`config.mk`:
```
export PLATFORM = sky130hd
export DESIGN_NAME = tmr_apb_slv_flat
export DESIGN_NICKNAME = d
export VERILOG_FILES = /design/src/rtl/tmr_regs_pkg.sv /design/src/rtl/tmr_apb_slv_if.sv /design/src/rtl/tmr_addr_dec.sv /design/src/rtl/tmr_apb_slv.sv /design/src/flat_wrapper.sv
export SDC_FILE = /design/constraint.sdc
export NUM_CORES = 1
export LEC_CHECK = 0
export CAP_MARGIN = 20
export CORE_ASPECT_RATIO = 1.1
export CORE_MARGIN = 2
export CORE_UTILIZATION = 36
export DETAILED_ROUTE_END_ITERATION = 16
export PLACE_DENSITY = 0.88
export SETUP_SLACK_MARGIN = 0.15
export SLEW_MARGIN = 15
export SYNTH_ARGS = -nofsm -noshare
export SYNTH_HDL_FRONTEND = slang
export SYNTH_HIERARCHICAL = 1
export SYNTH_SLANG_ARGS = --single-unit
```
`constraint.sdc`:
```
create_clock -name icb_clk -period 2.3 [get_ports icb_clk]
set_clock_uncertainty 0.15 [all_clocks]
set_input_delay 0.46 -clock icb_clk [delete_from_list [all_inputs] [get_ports icb_clk]]
set_output_delay 0.46 -clock icb_clk [all_outputs]
set_load 0.03 [all_outputs]
```
`src/rtl/tmr_regs_pkg.sv`:
```
// Timer register map, CON field positions and APB front-end FSM states.
// Shared by the address decoder, the APB slave and its bench.
package tmr_regs_pkg;

    localparam int unsigned TMR_CON_OFS = 32'h0;
    localparam int unsigned TMR_PRD_OFS = 32'h4;
    localparam int unsigned TMR_CNT_OFS = 32'h8;

    localparam int CON_MODE_LSB = 0;
    localparam int CON_MODE_MSB = 1;
    localparam int CON_SSEL_LSB = 2;
    localparam int CON_SSEL_MSB = 3;
    localparam int CON_DSEL_LSB = 4;
    localparam int CON_DSEL_MSB = 7;
    localparam int CON_PND_BIT  = 10;

    typedef enum logic [2:0] {
        ST_IDLE,
        ST_WSTB,
        ST_WHOLD,
        ST_RCAP,
        ST_DONE
    } tmr_st_e;

endpackage

```
`src/rtl/tmr_apb_slv_if.sv`:
```
// APB3 bus bundle between a master and the timer front-end.
// Ports: psel/penable/pwrite/paddr/pwdata from master; prdata/pready/pslverr back.
interface tmr_apb_slv_if #(
    parameter int ADDR_W = 12
);
    logic              psel;
    logic              penable;
    logic              pwrite;
    logic [ADDR_W-1:0] paddr;
    logic [31:0]       pwdata;
    logic [31:0]       prdata;
    logic              pready;
    logic              pslverr;

    modport master (
        output psel, penable, pwrite, paddr, pwdata,
        input  prdata, pready, pslverr
    );

    modport slave (
        input  psel, penable, pwrite, paddr, pwdata,
        output prdata, pready, pslverr
    );
endinterface

```
`src/rtl/tmr_addr_dec.sv`:
```
// Combinational decode of an APB byte address onto the timer registers.
// Ports: i_paddr in; o_sel_con/o_sel_prd/o_sel_cnt one-hot selects, o_err otherwise.
module tmr_addr_dec #(
    parameter int ADDR_W = 12
) (
    input  logic [ADDR_W-1:0] i_paddr,
    output logic              o_sel_con,
    output logic              o_sel_prd,
    output logic              o_sel_cnt,
    output logic              o_err
);
    import tmr_regs_pkg::*;

    // Full-width compare: misaligned and aliased addresses fall into o_err.
    assign o_sel_con = (i_paddr == ADDR_W'(TMR_CON_OFS));
    assign o_sel_prd = (i_paddr == ADDR_W'(TMR_PRD_OFS));
    assign o_sel_cnt = (i_paddr == ADDR_W'(TMR_CNT_OFS));
    assign o_err     = ~(o_sel_con | o_sel_prd | o_sel_cnt);

endmodule

```
`src/rtl/tmr_apb_slv.sv`:
```
// APB3 slave front-end for the 16-bit timer: write strobes, held write data, reads.
// Ports: icb_clk, sys_rstn, apb (slave), tmr_*_wr strobes, icb_wdat, tmr_* read values.
module tmr_apb_slv #(
    parameter int ADDR_W  = 12,
    parameter int WR_HOLD = 2
) (
    input  logic                icb_clk,
    input  logic                sys_rstn,
    tmr_apb_slv_if.slave        apb,
    output logic                tmr_con_wr,
    output logic                tmr_prd_wr,
    output logic                tmr_cnt_wr,
    output logic [15:0]         icb_wdat,
    input  logic [15:0]         tmr_con,
    input  logic [15:0]         tmr_prd,
    input  logic [15:0]         tmr_cnt
);
    import tmr_regs_pkg::*;

    tmr_st_e     r_state;
    tmr_st_e     w_nxt;
    logic [2:0]  r_sel;
    logic        r_err;
    logic [15:0] r_wdat;
    logic [31:0] r_prdata;
    logic [3:0]  r_hold;

    logic        w_setup;
    logic        w_sel_con;
    logic        w_sel_prd;
    logic        w_sel_cnt;
    logic        w_err;
    logic [15:0] w_rd;
    logic        w_stb;
    logic        w_unused;

    assign w_unused = ^apb.pwdata[31:16];
    assign w_setup  = apb.psel & ~apb.penable;

    tmr_addr_dec #(
        .ADDR_W (ADDR_W)
    ) u_dec (
        .i_paddr   (apb.paddr),
        .o_sel_con (w_sel_con),
        .o_sel_prd (w_sel_prd),
        .o_sel_cnt (w_sel_cnt),
        .o_err     (w_err)
    );

    always_ff @(posedge icb_clk or negedge sys_rstn) begin
        if (!sys_rstn) begin
            r_state <= ST_IDLE;
        end else begin
            r_state <= w_nxt;
        end
    end

    // Outputs decode only from flops, so APB inputs never reach them directly.
    always_comb begin
        w_nxt       = r_state;
        w_stb       = 1'b0;
        apb.pready  = 1'b0;
        apb.pslverr = 1'b0;
        unique case (r_state)
            ST_IDLE: begin
                if (w_setup) begin
                    if (w_err) begin
                        w_nxt = ST_DONE;
                    end else if (apb.pwrite) begin
                        w_nxt = ST_WSTB;
                    end else begin
                        w_nxt = ST_RCAP;
                    end
                end
            end
            ST_WSTB: begin
                w_stb = 1'b1;
                if (!apb.psel) begin
                    w_nxt = ST_IDLE;
                end else if (WR_HOLD == 0) begin
                    w_nxt = ST_DONE;
                end else begin
                    w_nxt = ST_WHOLD;
                end
            end
            ST_WHOLD: begin
                if (!apb.psel) begin
                    w_nxt = ST_IDLE;
                end else if (r_hold == 4'd1) begin
                    w_nxt = ST_DONE;
                end
            end
            ST_RCAP: begin
                w_nxt = apb.psel ? ST_DONE : ST_IDLE;
            end
            ST_DONE: begin
                apb.pready  = 1'b1;
                apb.pslverr = r_err;
                w_nxt       = ST_IDLE;
            end
            default: begin
                w_nxt = ST_IDLE;
            end
        endcase
    end

    assign tmr_con_wr = w_stb & r_sel[0];
    assign tmr_prd_wr = w_stb & r_sel[1];
    assign tmr_cnt_wr = w_stb & r_sel[2];
    assign icb_wdat   = r_wdat;
    assign apb.prdata = r_prdata;

    always_comb begin
        w_rd = 16'd0;
        unique case (1'b1)
            r_sel[0]: w_rd = tmr_con;
            r_sel[1]: w_rd = tmr_prd;
            r_sel[2]: w_rd = tmr_cnt;
            default:  w_rd = 16'd0;
        endcase
    end

    // Write data lands on icb_wdat at the setup edge, so it is
    // already valid in the strobe cycle that follows.
    always_ff @(posedge icb_clk or negedge sys_rstn) begin
        if (!sys_rstn) begin
            r_sel    <= 3'd0;
            r_err    <= 1'b0;
            r_wdat   <= 16'd0;
            r_prdata <= 32'd0;
            r_hold   <= 4'd0;
        end else begin
            if (r_state == ST_IDLE && w_setup) begin
                r_sel <= {w_sel_cnt, w_sel_prd, w_sel_con};
                r_err <= w_err;
                if (w_err) begin
                    r_prdata <= 32'd0;
                end else if (apb.pwrite) begin
                    r_wdat <= apb.pwdata[15:0];
                end
            end
            if (r_state == ST_WSTB) begin
                r_hold <= 4'(WR_HOLD);
            end
            if (r_state == ST_WHOLD) begin
                r_hold <= r_hold - 4'd1;
            end
            if (r_state == ST_RCAP && apb.psel) begin
                r_prdata <= {16'd0, w_rd};
            end
            if (r_state == ST_DONE) begin
                r_err <= 1'b0;
            end
        end
    end

endmodule
```
`src/flat_wrapper.sv`:
```
// flat-port wrapper written by rule: the top's interface ports become plain ports
module tmr_apb_slv_flat import tmr_regs_pkg::*;
#(
    parameter int ADDR_W  = 12,
    parameter int WR_HOLD = 2
)
  (icb_clk, sys_rstn, tmr_con_wr, tmr_prd_wr, tmr_cnt_wr, icb_wdat, tmr_con, tmr_prd, tmr_cnt, apb_psel, apb_penable, apb_pwrite, apb_paddr, apb_pwdata, apb_prdata, apb_pready, apb_pslverr);
  tmr_apb_slv_if #(.ADDR_W(ADDR_W)) apb_i ();
  input  logic icb_clk;
  input  logic sys_rstn;
  output logic tmr_con_wr;
  output logic tmr_prd_wr;
  output logic tmr_cnt_wr;
  output logic [15:0] icb_wdat;
  input  logic [15:0] tmr_con;
  input  logic [15:0] tmr_prd;
  input  logic [15:0] tmr_cnt;
  input wire logic [$bits(apb_i.psel)-1:0] apb_psel;
  input wire logic [$bits(apb_i.penable)-1:0] apb_penable;
  input wire logic [$bits(apb_i.pwrite)-1:0] apb_pwrite;
  input wire logic [$bits(apb_i.paddr)-1:0] apb_paddr;
  input wire logic [$bits(apb_i.pwdata)-1:0] apb_pwdata;
  output wire logic [$bits(apb_i.prdata)-1:0] apb_prdata;
  output wire logic [$bits(apb_i.pready)-1:0] apb_pready;
  output wire logic [$bits(apb_i.pslverr)-1:0] apb_pslverr;
  assign apb_i.psel = apb_psel;
  assign apb_i.penable = apb_penable;
  assign apb_i.pwrite = apb_pwrite;
  assign apb_i.paddr = apb_paddr;
  assign apb_i.pwdata = apb_pwdata;
  assign apb_prdata = apb_i.prdata;
  assign apb_pready = apb_i.pready;
  assign apb_pslverr = apb_i.pslverr;
  tmr_apb_slv #(.ADDR_W(ADDR_W), .WR_HOLD(WR_HOLD)) u_core (.icb_clk(icb_clk), .sys_rstn(sys_rstn), .apb(apb_i), .tmr_con_wr(tmr_con_wr), .tmr_prd_wr(tmr_prd_wr), .tmr_cnt_wr(tmr_cnt_wr), .icb_wdat(icb_wdat), .tmr_con(tmr_con), .tmr_prd(tmr_prd), .tmr_cnt(tmr_cnt));
endmodule
```
* Word-level counts from Yosys, hierarchy flattened
Cells that the tools add are included.
** Word-level totals
- Register bits after elaboration :: 59
- Bits in latches :: 0
- Memory bits (writable) :: 0
- ROM bits :: 0
- Memories kept :: 0
** Operators by class
- $add $sub $neg :: 1
- Multipliers :: 0
- Divide/modulo/power cells :: 0
- Order comparisons :: 0
- Equality and inequality tests :: 10
- Shift-type cells :: 0
- Muxes and demuxes :: 19
- Bitwise logic cells :: 8
- Reductions and logical operators :: 10
** Operator list (count)
- $mux W32 :: 3
- $pmux W16 S3 :: 1
- $mux W3 :: 5
- $eq A12 B3 Y1 const B :: 1
- $eq A12 B4 Y1 const B :: 1
- $logic_not A12 Y1 :: 1
- $pmux W3 S4 :: 1
- $mux W4 :: 2
- $eq A3 B2 Y1 const B :: 2
- $reduce_bool A2 Y1 :: 3
- $mux W1 :: 5
- $and A1 B1 Y1 :: 4
- $eq A4 B1 Y1 const B :: 1
- $mux W2 :: 2
- $ne A2 B1 Y1 const B :: 2
- $reduce_and A2 Y1 :: 2
- $sub A4 B1 Y4 const B :: 1
- $eq A3 B1 Y1 const B :: 1
- $eq A3 B3 Y1 const B :: 1
- $logic_not A3 Y1 :: 1
- $ne A3 B2 Y1 const B :: 1
- $reduce_and A3 Y1 :: 1
- $logic_and A1 B1 Y1 :: 2
- $not A1 Y1 :: 2
- $or A1 B1 Y1 :: 2

* Logic depth before layout (Yosys ltp)
Gate-level depths: netlist (run 1).
- Depth in word-level cells :: 6
- Depth in mapped cells :: 6

* By module
Netlist (run 1), hierarchy kept.
** By module, submodules not included
- tmr_apb_slv :: times used 1, cells each 174, area each 2134.5 um^2, sequential area each 1076.0 um^2
- tmr_addr_dec :: times used 1, cells each 10, area each 73.8 um^2, sequential area each 0.0 um^2

* Worst setup path after synthesis (run 1)
Ideal clock, no wire load.
- Kind :: input port to flip-flop
- Start :: input port apb_paddr[1]
- End :: register u_core.r_prdata[14] (netlist: u_core/apb.prdata[14])
- Library setup time :: 78 ps
- Data arrival time :: 2124 ps
- Required time :: 2072 ps
- Path slack :: -52 ps
- Cell stages on the path :: 6
- Buffers on the path :: 1
- Cells stage by stage :: or4_4 a2111o_1 nor4b_1 o21ai_2 buf_4 o2bb2ai_1
** On the way
- Cells in the longest elaborated chain, start to end :: 5
** Ends and longest elaborated chain
- from (decl) :: RTL line flat_wrapper.sv:21 : input wire logic [$bits(apb_i.paddr)-1:0] apb_paddr;
- $eq A12 B3 Y1 / $logic_not A12 Y1 (equally long branches) :: RTL line tmr_addr_dec.sv:16, tmr_addr_dec.sv:15
- $or A1 B1 Y1 :: RTL line tmr_addr_dec.sv:18 : assign o_err = ~(o_sel_con | o_sel_prd | o_sel_cnt);
- $or A1 B1 Y1 (*) :: RTL line tmr_addr_dec.sv:18
- $ne A2 B1 Y1 (no line) (*)
- $reduce_and A2 Y1 (no line) (*)
- to (signal assigned) :: RTL line tmr_apb_slv.sv:149 : r_prdata <= {16'd0, w_rd};
- to (decl) :: RTL line tmr_apb_slv.sv:25 : logic [31:0] r_prdata;
Every way passes the cells marked *; elsewhere a longest branch is shown, timed or not.
A chain may end at the register's enable or synchronous reset.

* Worst setup path after layout (run 1)
- Start :: input port apb_paddr[10]
- End :: register u_core.r_prdata[1] (netlist: u_core/apb.prdata[1])
The elaborated chain is that of the path after synthesis.

==> results of run 1 <==
-- worst max path at each step --
| stage | from | cells past startpoint | end |
|---|---|---|---|
| 6_report | apb_paddr[10] | 9 | u_core/apb.prdata[1]$_DFFE_PN0P_ |
| 5_1_grt | apb_paddr[10] | 9 | u_core/apb.prdata[1]$_DFFE_PN0P_ |
| 4_1_cts | apb_paddr[10] | 9 | u_core/apb.prdata[1]$_DFFE_PN0P_ |
| 3_5_place_dp | apb_paddr[1] | 6 | u_core/icb_wdat[15]$_DFFE_PN0P_ |
| 3_3_place_gp | apb_paddr[1] | 6 | u_core/icb_wdat[9]$_DFFE_PN0P_ |
| 2_1_floorplan | apb_paddr[1] | 5 | u_core/icb_wdat[15]$_DFFE_PN0P_ |
-- where the power goes --
group | total (uW) | internal (uW) | switching [uW]
registers | 775 | 765 | 9.55
clock network | 590 | 324 | 266
logic | 280 | 161 | 119
-- logic make-up (layout without fill, tap and decap cells) --
kind of cell | after synthesis | count (layout) | share of synthesized area (%)
AOI/OAI and AO/OA | 49 | 49 | 19.32
adders and majority gates | 2 | 2 | 1.133
buffers and inverters | 33 | 156 | 9.348
and+or+nand+nor | 37 | 37 | 11.61
muxes | 19 | 19 | 9.689
DFF | 43 | 43 | 48.73
other | 1 | 16 | 0.1698
-- state kept, by name (all words and copies together), names as in the netlist --
signal             count
u_core/apb.prdata     16
u_core/icb_wdat       16
u_core/r_err           1
u_core/r_hold          4
u_core/r_sel           3
u_core/r_state         3
-- placed cells by master, fill, tap and decap left out, drive strengths merged, types with 2 or more instances in the layout --
master and count:
o21ai 4, conb 16, or2 2, o22ai 2, dfrtp 43, a222oi 16, and3 2, o2bb2ai 16
or4 3, mux2 19, nor3b 2, nand2b 4, buf 35, inv 4, clkdlybuf4s50 101, nand2 3
o211ai 2, a21oi 3, clkinv 2, nor4 3, nor2 4, nor3 2, clkbuf 6, and2 5
clkdlybuf4s15 2, ha 2, dlygate4sd2 5
-- layer usage --
layer,part of all wire [%],up-vias,global-route usage (%)
li1,-,955,-
met1,38,1048,23.92
met2,54,107,38.23
met3,7.0,9,5.684
met4,1.4,0,6.539
met5,0,-,0
-- cell type report --
class,instances,area [um2]
Sequential cell,43,1076
Clock inverter,3,43.79
Clock buffer,5,68.82
Fill cell,480,1987
Tap cell,77,96.34
Inverter,4,15.01
Multi-Input combinational cell,123,1131
Timing Repair Buffer,144,1424
-- metrics by stage --
stage | worst slack [ns] | TNS, ns | utilization, % | std cells
after global routing | 0.02854 | 0 | 65.99 | 399
final | 0.08600 | 0 | 65.99 | 399
after floorplan | -0.04025 | -0.5621 | - | 199
after detailed placement | -0.4664 | -14.73 | 60.01 | 383
after global placement | -0.4277 | -13.75 | 59.82 | 382
after CTS | 0.08532 | 0 | 65.75 | 399
-- repair_timing --
item,CTS,global route
pin swaps,7,1
setup endpoints to repair,39,36
gates resized for setup,52,4
gates cloned,2,0
hold buffers,0,0
buffers inserted,6,0
==> run_results.csv, run 1 <==
group,metric,value,unit
clocking,clkLatencyLatePin,0.29,ns
placement,post-dp-hpwl,4.855,mm
timing,timing.hold.ws,0.01843,ns
worst_setup_path,path_max_fanout,8,
clocking,cts.root.buffer_cell,"sky130_fd_sc_hd__clkbuf_8",
yosys,synth_seq_cells,43,
placement,postPlaceCellArea,0.003506,mm2
pwr,power,1644,uW
drt,detail_route.drc_violations,0,
clocking,cts_buffers,5,
status,status,"finished, final reports clean",
die,start_util,37.80,%
clocking,clk_transition_reported_paths,0.09,ns
die,floorplan.rows,29,
timing,fin_crit,2.214,ns
yosys,synthesis.yosys.warnings,6,
clocking,clock_path_buffers,2,
yosys,synth_area_leaders,"sky130_fd_sc_hd__dfrtp_1, sky130_fd_sc_hd__mux2_2, sky130_fd_sc_hd__a222oi_1",
die,die_w,78.68,um
worst_setup_path,cp_slowest_cell,"sky130_fd_sc_hd__or4_4",
die,floorplan.core_area,0.005842,mm2
die,fp.dieH,86.15,um
global_route,grt_pass1_wl,11.17,mm
die,io_pins,150,
worst_setup_path,worst_setup_path_end_kind,"flip-flop",
global_route,overall_routing_resource_usage,21.04,%
worst_setup_path,worst-setup-path-type,"primary input to flip-flop",
pwr,powerDensity,426.6,mW/mm2
global_route,grt_antenna_before_repair,0,
global_route,grt_pass1_vias,2233,
timing,setup_repair_after_global_routing_missed_its_margin,"yes",
timing,layout_worst_path_cycle_share,96.26,%
clocking,clock_sinks,43,
yosys,ys_types,41,
yosys,synthCells,184,
layout,area_growth_syn_to_layout,74.56,%
global_route,grt_start_max_net_pins,28,
timing,report.final.hold_viol_count,0,
worst_setup_path,cp.required,2.37,ns
drt,route.detailed.vias_per_inst,5.311,
die,die-area,0.006777,mm2
yosys,yosys_most_used_dff,"sky130_fd_sc_hd__dfrtp_1",
placement,gp_congestion,0.7322,
layout,insertedDiodeCount,0,
pwr,vdd_drop_max,0.0002915,V
worst_setup_path,worstReg2RegEnd,"u_core/apb.prdata[12]$_DFFE_PN0P_",
worst_setup_path,cp-start-kind,"primary input",
yosys,synth.cells.most_frequent,"sky130_fd_sc_hd__dfrtp_1, sky130_fd_sc_hd__mux2_2, sky130_fd_sc_hd__buf_4",
timing,max_slew.worst_pin.slew,0.8110,ns
worst_setup_path,worstReg2RegStart,"u_core/r_sel[2]$_DFFE_PN0P_",
worst_setup_path,worst-path-buf-inv,4,
drt,drt_iter0_markers,143,
worst_setup_path,cp_slowest_stage_delay,0.53,ns
yosys,yosysSeqAreaShare,48.73,%
flow_run,drv.max_cap_violation_count,0,
timing,timing.max_slew.rel_slack,45.85,%
timing,max_clock_freq,0.4517,GHz
layout,finish.instance_area,0.003855,mm2
worst_setup_path,path_cells,"buf_6, or4_4, a2111o_1, buf_6, nor4b_4, o21ai_2, buf_4, buf_12, o2bb2ai_4",
worst_setup_path,path_common_cell,"sky130_fd_sc_hd__buf_6",
yosys,share_of_yosys_cell_area_claimed_by_the_top_area_cell_type,48.73,%
worst_setup_path,crit_arrival,2.29,ns
worst_setup_path,r2r_slack,0.52,ns
yosys,synth_edf_count,0,
yosys,synth.largest_area_cell,"sky130_fd_sc_hd__dfrtp_1",
worst_setup_path,crit_path_max_delay_family,"compound AO/OA/AOI/OAI gates",
placement,numPortBuffers,117,
drt,postRouteAntennaNets,0,
drt,wl_per_cell,17.56,um
worst_setup_path,reg2reg_depth,3,
layout,num-nets-final,420,
yosys,synth.cell_area,0.002208,mm2
yosys,async_reset_ff_share,100.0,%
yosys,synthMostInstantiatedCell,"sky130_fd_sc_hd__dfrtp_1",
clocking,cts_tree,"built",
yosys,avgSynthCellArea,12.00,um2
layout,post_route_cells_drive_above_1_share,27.64,%
drt,drtPass1Iterations,7,
global_route,gr-total-overflow,0,
drt,vias,2119,
timing,setup_viol,0,
worst_hold_path,timing.hold.worst.class,"primary input to async pin",
clocking,cts_htree_levels,2,
drt,routed_wl,7.006,mm
pwr,static-leakage-power,0.001672,uW
timing,timing.final.max_slew_violations,0,
Power figures use the tool's default switching activity.
==> run 2: changes to the inputs <==
--- a/config.mk
+++ b/config.mk
@@ -8,9 +8,9 @@
 export CAP_MARGIN = 20
 export CORE_ASPECT_RATIO = 1.1
 export CORE_MARGIN = 2
-export CORE_UTILIZATION = 36
+export CORE_UTILIZATION = 38
 export DETAILED_ROUTE_END_ITERATION = 16
-export PLACE_DENSITY = 0.88
+export PLACE_DENSITY = 0.92
 export SETUP_SLACK_MARGIN = 0.15
 export SLEW_MARGIN = 15
 export SYNTH_ARGS = -nofsm -noshare
==> constraint.sdc (replaced) <==
create_clock -name icb_clk -period 2.7 [get_ports icb_clk]
set_clock_uncertainty 0.15 [all_clocks]
set_input_delay 0.54 -clock icb_clk [delete_from_list [all_inputs] [get_ports icb_clk]]
set_output_delay 0.54 -clock icb_clk [all_outputs]
set_load 0.03 [all_outputs]
==> run 2 against run 1 <==
Total power fell by 22%. Sequential power fell by 15%. Die area fell by 5.0%. Wire length fell by 12%. Worst hold slack improved by 0.33 ns. Final area fell by 7.0%. Global-route usage fell by 0.79 points. Critical path depth fell by 3. Flip-flop and latch count did not move. Utilization fell by 3.0 points. Clock power fell by 32%. Largest power group unchanged.
==> run_results.csv, run 2 (same netlist as run 1, synthesis figures left out) <==
group,metric,value,unit
status,status,"finished, final reports clean",
drt,topRoutingLayerUsed,"met4",
die,floorplan.core_area,0.005697,mm2
drt,met3_length,444,um
worst_setup_path,path_max_fanout,16,
clocking,cts_tree,"built",
worst_setup_path,cp-start-kind,"primary input",
layout,layout.core_utilization,62.95,%
pwr,static-leakage-power,0.001558,uW
layout,post_route_cells_drive_above_1_share,17.31,%
global_route,grt_pass1_wl,10.36,mm
clocking,cts_htree_levels,2,
timing,finalWorstSetupSlack,0.1829,ns
drt,route.detailed.vias_per_inst,5.152,
global_route,gr-total-overflow,0,
timing,timing.final.max_slew_violations,0,
layout,fill_cells,470,
die,die_w,76.69,um
drt,met2RoutedLength,3.332,mm
worst_setup_path,r2r_slack,0.84,ns
flow_run,drv.max_cap_violation_count,0,
timing,timing.max_slew.rel_slack,59.36,%
worst_setup_path,cp.required,2.73,ns
die,start_util,38.77,%
placement,post-dp-hpwl,4.827,mm
drt,wl_met1,2.294,mm
layout,final_cell_mix,"sky130_fd_sc_hd__clkdlybuf4s50_1, sky130_fd_sc_hd__dfrtp_1, sky130_fd_sc_hd__mux2_2",
timing,setup_viol,0,
layout,final-instance-count-excl-fill,389,
worst_setup_path,crit_arrival,2.55,ns
timing,max_slew.worst_pin.slew,0.6086,ns
layout,insertedDiodeCount,0,
layout,area_growth_syn_to_layout,62.38,%
layout,num-nets-final,410,
worst_setup_path,worst_setup_path_end_kind,"flip-flop",
pwr,vdd_drop_max,0.0002215,V
placement,gp_congestion,0.7269,
drt,postRouteAntennaNets,0,
placement,dp_worst_setup_slack,-0.1334,ns
drt,drt_iter0_markers,131,
drt,routed_wl,6.172,mm
timing,setup_repair_after_global_routing_missed_its_margin,"no",
global_route,grt_start_max_net_pins,20,
global_route,grt_antenna_before_repair,0,
timing,report.final.hold_viol_count,0,
drt,vias,2004,
clocking,cts_buffers,5,
clocking,clock_sinks,43,
timing,fin_crit,2.517,ns
placement,placed_cells_incl_taps,379,
drt,drtPass1Iterations,4,
pwr,power,1285,uW
worst_hold_path,timing.hold.worst.class,"flip-flop to flip-flop",
clocking,clkLatencyLatePin,0.29,ns
pwr,powerDensity,358.2,mW/mm2
clocking,clock_path_buffers,2,
worst_setup_path,worst-setup-path-type,"primary input to flip-flop",
placement,numPortBuffers,117,
die,fp.dieH,83.96,um
global_route,grt_pass1_vias,2086,
clocking,cts.root.buffer_cell,"sky130_fd_sc_hd__clkbuf_8",
clocking,clk_transition_reported_paths,0.08,ns
timing,max_clock_freq,0.3973,GHz
layout,leading_cell_type_in_the_layout_fill_and_taps_excluded,"sky130_fd_sc_hd__clkdlybuf4s50_1",
die,io_pins,150,
drt,detail_route.drc_violations,0,
die,floorplan.rows,29,
drt,wl_per_cell,15.87,um
timing,layout_worst_path_cycle_share,93.23,%
global_route,overall_routing_resource_usage,20.25,%
die,die-area,0.006438,mm2
-- run 2: worst paths after layout --
kind | from | endpoint | cells past startpoint
worst max-delay path | apb_paddr[9] | u_core/icb_wdat[2]$_DFFE_PN0P_ | 6
worst min-delay path | u_core/apb.prdata[6]$_DFFE_PN0P_ | u_core/apb.prdata[6]$_DFFE_PN0P_ | 1
worst max register to register | u_core/r_state[0]$_DFFE_PN0P_ | u_core/apb.prdata[4]$_DFFE_PN0P_ | 5
worst min register to register | u_core/apb.prdata[6]$_DFFE_PN0P_ | u_core/apb.prdata[6]$_DFFE_PN0P_ | 1
max in group asynchronous | sys_rstn | u_core/r_state[0]$_DFFE_PN0P_ | 3
min in group asynchronous | sys_rstn | u_core/icb_wdat[12]$_DFFE_PN0P_ | 2
-- run 2: worst max-delay path: stages --
cell and delay [ns]:
sky130_fd_sc_hd__clkdlybuf4s50_1 0.40, sky130_fd_sc_hd__or4_4 0.54, sky130_fd_sc_hd__a2111o_1 0.41, sky130_fd_sc_hd__nand4b_4 0.20
sky130_fd_sc_hd__buf_12 0.17, sky130_fd_sc_hd__mux2_2 0.28
-- run 2: through the flow --
stage          setup TNS [ns]  hold WS (ns)  instance area, um2
6_report                    0        0.3454                3586
3_3_place_gp           -2.885        0.2374                3473
4_1_cts                     0        0.3481                3572
2_1_floorplan               0       0.09441                2265
3_5_place_dp           -3.588        0.2375                3473
5_1_grt                     0        0.3578                3586
-- run 2: routing by layer --
metal	vias up	track usage (%)
met5	-	0
met4	0	5.785
met3	10	5.303
met2	89	36.84
met1	973	23.16
li1	932	-
-- run 2: final cells by class --
type | count | area (um2) | area share (%)
clock inverters | 2 | 12.51 | 0.3489
inverters | 4 | 15.01 | 0.4187
repair buffers | 134 | 1319 | 36.78
clock buffers | 6 | 72.57 | 2.024
well taps | 77 | 96.34 | 2.687
multi-input cells | 123 | 993.5 | 27.70
flip-flops and latches | 43 | 1077 | 30.04
-- run 2: repair_timing --
| item | in CTS | in global routing |
|---|---|---|
| setup buffers | 0 | 1 |
| gates resized for setup | 7 | 2 |
| pin swaps | 0 | 2 |
| setup endpoints to repair | 5 | 33 |
| hold buffers | 1 | 0 |
| endpoints found under the hold margin | 6 | 0 |
-- run 2: where the power goes --
group | internal, uW | total [uW] | switching [uW]
combinational | 130 | 221 | 91.2
clock | 181 | 403 | 222
sequential | 652 | 661 | 9.27
==> run 3: changes to the inputs <==
--- a/config.mk
+++ b/config.mk
@@ -6,11 +6,13 @@
 export NUM_CORES = 1
 export LEC_CHECK = 0
 export CAP_MARGIN = 20
+export CELL_PAD_IN_SITES_DETAIL_PLACEMENT = 0
+export CELL_PAD_IN_SITES_GLOBAL_PLACEMENT = 1
 export CORE_ASPECT_RATIO = 1.1
 export CORE_MARGIN = 2
-export CORE_UTILIZATION = 38
+export CORE_UTILIZATION = 28
 export DETAILED_ROUTE_END_ITERATION = 16
-export PLACE_DENSITY = 0.92
+export PLACE_DENSITY = 0.93
 export SETUP_SLACK_MARGIN = 0.15
 export SLEW_MARGIN = 15
 export SYNTH_ARGS = -nofsm -noshare
==> constraint.sdc (replaced) <==
create_clock -name icb_clk -period 2.7 [get_ports icb_clk]
set_clock_uncertainty 0.15 [all_clocks]
set_input_delay 0.405 -clock icb_clk [delete_from_list [all_inputs] [get_ports icb_clk]]
set_output_delay 0.405 -clock icb_clk [all_outputs]
set_load 0.03 [all_outputs]
==> run 3 against run 2 <==
Wire length rose by 3.7%. Utilization fell by 15 points. Critical path depth shrank 3. Final cell count grew 6.7%. Combinational power is essentially flat. Final area up 1.5%. Maximum frequency is 4.4% higher. Worst hold slack worse by 0.0055 ns. Non-clock buffer count down 2. Flip-flop and latch count unchanged. Critical endpoint is now apb_pslverr. Highest routed layer unchanged.
==> run_results.csv, run 3 (same netlist as run 1, synthesis figures left out) <==
group,metric,value,unit
worst_setup_path,worst-setup-path-type,"flip-flop to output pin",
global_route,overall_routing_resource_usage,15.33,%
status,status,"finished, final reports clean",
global_route,grt_pass1_vias,2071,
die,start_util,29.23,%
pwr,powerDensity,363.4,mW/mm2
layout,final_cell_mix,"sky130_fd_sc_hd__clkdlybuf4s50_1, sky130_fd_sc_hd__dfrtp_1, sky130_fd_sc_hd__mux2_2",
timing,timing.max_slew.rel_slack,63.37,%
worst_setup_path,path_max_fanout,9,
worst_setup_path,cp_slowest_stage_delay,0.66,ns
die,die-area,0.008614,mm2
die,io_pins,150,
global_route,grt_busiest_layer,"met2",
drt,detail_route.drc_violations,0,
worst_setup_path,worstReg2RegEnd,"u_core/apb.prdata[0]$_DFFE_PN0P_",
layout,fill_cells,702,
drt,routed_wl,6.402,mm
timing,fin_crit,2.411,ns
flow_run,drv.max_cap_violation_count,0,
global_route,grt_pass1_wl,10.25,mm
placement,numPortBuffers,117,
layout,final-instance-count-excl-fill,415,
clocking,cts_tree,"built",
die,die_w,88.68,um
timing,timing.final.max_slew_violations,0,
drt,drt_iter0_markers,106,
timing,layout_worst_path_cycle_share,89.31,%
layout,leading_cell_type_in_the_layout_fill_and_taps_excluded,"sky130_fd_sc_hd__clkdlybuf4s50_1",
global_route,global_routing_met3_resource_utilization,5.438,%
worst_setup_path,worstReg2RegStart,"u_core/r_state[1]$_DFFE_PN0P_",
timing,setup_viol,0,
worst_hold_path,hold_end,"u_core/apb.prdata[4]$_DFFE_PN0P_",
layout,post_route_cells_drive_above_1_share,16.77,%
timing,setup_repair_after_global_routing_missed_its_margin,"no",
drt,wl_per_cell,15.43,um
worst_hold_path,timing.hold.worst.class,"flip-flop to flip-flop",
worst_setup_path,crit_path_max_delay_family,"buffers and inverters",
global_route,grt_start_max_net_pins,44,
placement,gp_congestion,0.7478,
worst_setup_path,path_cells,"nor2_2, and3_1, clkdlybuf4s50_1",
worst_hold_path,whs_path_depth,1,
die,floorplan.core_area,0.007556,mm2
layout,num-nets-final,408,
worst_setup_path,worst_setup_path_end_kind,"output pin",
die,fp.dieH,97.15,um
timing,timing.hold.ws,0.3399,ns
clocking,clkLatencyLatePin,0.28,ns
worst_setup_path,reg2reg_depth,5,
clocking,clk_transition_reported_paths,0.09,ns
timing,max_clock_freq,0.4147,GHz
drt,vias,2014,
placement,placed_cells_incl_taps,405,
global_route,met2_usage,25.72,%
placement,post-dp-hpwl,4.803,mm
worst_setup_path,cp-start-kind,"flip-flop",
drt,drtPass1Iterations,5,
clocking,cts.root.buffer_cell,"sky130_fd_sc_hd__clkbuf_8",
clocking,cts_htree_levels,2,
layout,area_growth_syn_to_layout,64.76,%
clocking,clock_path_buffers,2,
global_route,groute.layer.met1.usage,18.00,%
worst_hold_path,holdCritStartpoint,"u_core/apb.prdata[4]$_DFFE_PN0P_",
timing,setup-tns-final,0,ns
global_route,grt_antenna_before_repair,0,
worst_setup_path,cp_slowest_cell,"sky130_fd_sc_hd__clkdlybuf4s50_1",
worst_setup_path,cp.required,2.14,ns
clocking,clock_sinks,43,
timing,max_slew.worst_pin.slew,0.5486,ns
worst_setup_path,r2r_slack,0.79,ns
worst_setup_path,worst-path-buf-inv,1,
drt,postRouteAntennaNets,0,
timing,report.final.hold_viol_count,0,
layout,insertedDiodeCount,0,
global_route,gr-total-overflow,0,
worst_setup_path,crit_arrival,1.86,ns
clocking,cts_buffers,5,
pwr,vdd_drop_max,0.0001756,V
pwr,power,1322,uW
drt,route.detailed.vias_per_inst,4.853,
die,floorplan.rows,33,
pwr,static-leakage-power,0.001581,uW
==> run 3: cell types whose count changed in the layout (fill, tap and decap cells not counted), moves of 2 or more <==
cell                              change
sky130_fd_sc_hd__buf_4                -3
sky130_fd_sc_hd__clkdlybuf4s50_1      +2
sky130_fd_sc_hd__dlygate4sd2_1        -4
sky130_fd_sc_hd__dlymetal6s2s_1       +2
==> run 3: repair_timing <==
| item | 4_1_cts | 5_1_grt |
|---|---|---|
| endpoints found under the hold margin | 0 | 11 |
| setup endpoints to repair | 3 | 5 |
| hold buffers | 0 | 1 |
| buffers inserted | 0 | 0 |
| gates resized for setup | 2 | 4 |
==> run 3: power breakdown <==
| part | switching [uW] | internal, uW | leakage (uW) |
|---|---|---|---|
| sequential | 8.28 | 652 | 0.000592 |
| combinational | 92.7 | 131 | 0.000941 |
| clock | 229 | 209 | 0.0000474 |
| total | 330 | 992 | 0.00158 |
==> run 3: metal layers <==
layer	wire (um)	share of wire (%)	vias to the layer above
li1	-	-	933
met1	2459	38	961
met2	3155	49	106
met3	634	9.9	14
met4	153	2.4	0
met5	0	0	-
==> run 3: layout make-up <==
type / count / area [um2] / area share (%)
clock buffers: 6 / 82.58 / 2.270
clock inverters: 2 / 16.27 / 0.4470
inverters: 4 / 15.01 / 0.4127
multi-input cells: 123 / 989.7 / 27.20
flip-flops and latches: 43 / 1077 / 29.61
well taps: 105 / 131.4 / 3.611
repair buffers: 132 / 1326 / 36.45
==> run 3: metrics by stage <==
| stage | area [um2] | setup slack (ns) | utilization [%] |
|---|---|---|---|
| 2_1_floorplan | 2265 | 0.4032 | - |
| 3_3_place_gp | 3486 | 0.001104 | 46.13 |
| 3_5_place_dp | 3493 | -0.02995 | 46.23 |
| 4_1_cts | 3598 | 0.1675 | 47.62 |
| 5_1_grt | 3638 | 0.1756 | 48.15 |
| 6_report | 3638 | 0.2885 | 48.15 |
==> run 3: how the worst max path moves through the flow <==
stage          cells after the start                           endpoint                          start  slack (ns)
2_1_floorplan                      6  u_core/apb.prdata[14]$_DFFE_PN0P_                   apb_paddr[1]        0.40
3_3_place_gp                       6     u_core/icb_wdat[6]$_DFFE_PN0P_                   apb_paddr[1]       0.001
3_5_place_dp                       6     u_core/icb_wdat[3]$_DFFE_PN0P_                   apb_paddr[1]       -0.03
4_1_cts                            3                         tmr_cnt_wr  u_core/r_state[1]$_DFFE_PN0P_        0.17
5_1_grt                            3                        apb_pslverr  u_core/r_state[1]$_DFFE_PN0P_        0.18
6_report                           3                        apb_pslverr  u_core/r_state[1]$_DFFE_PN0P_        0.29
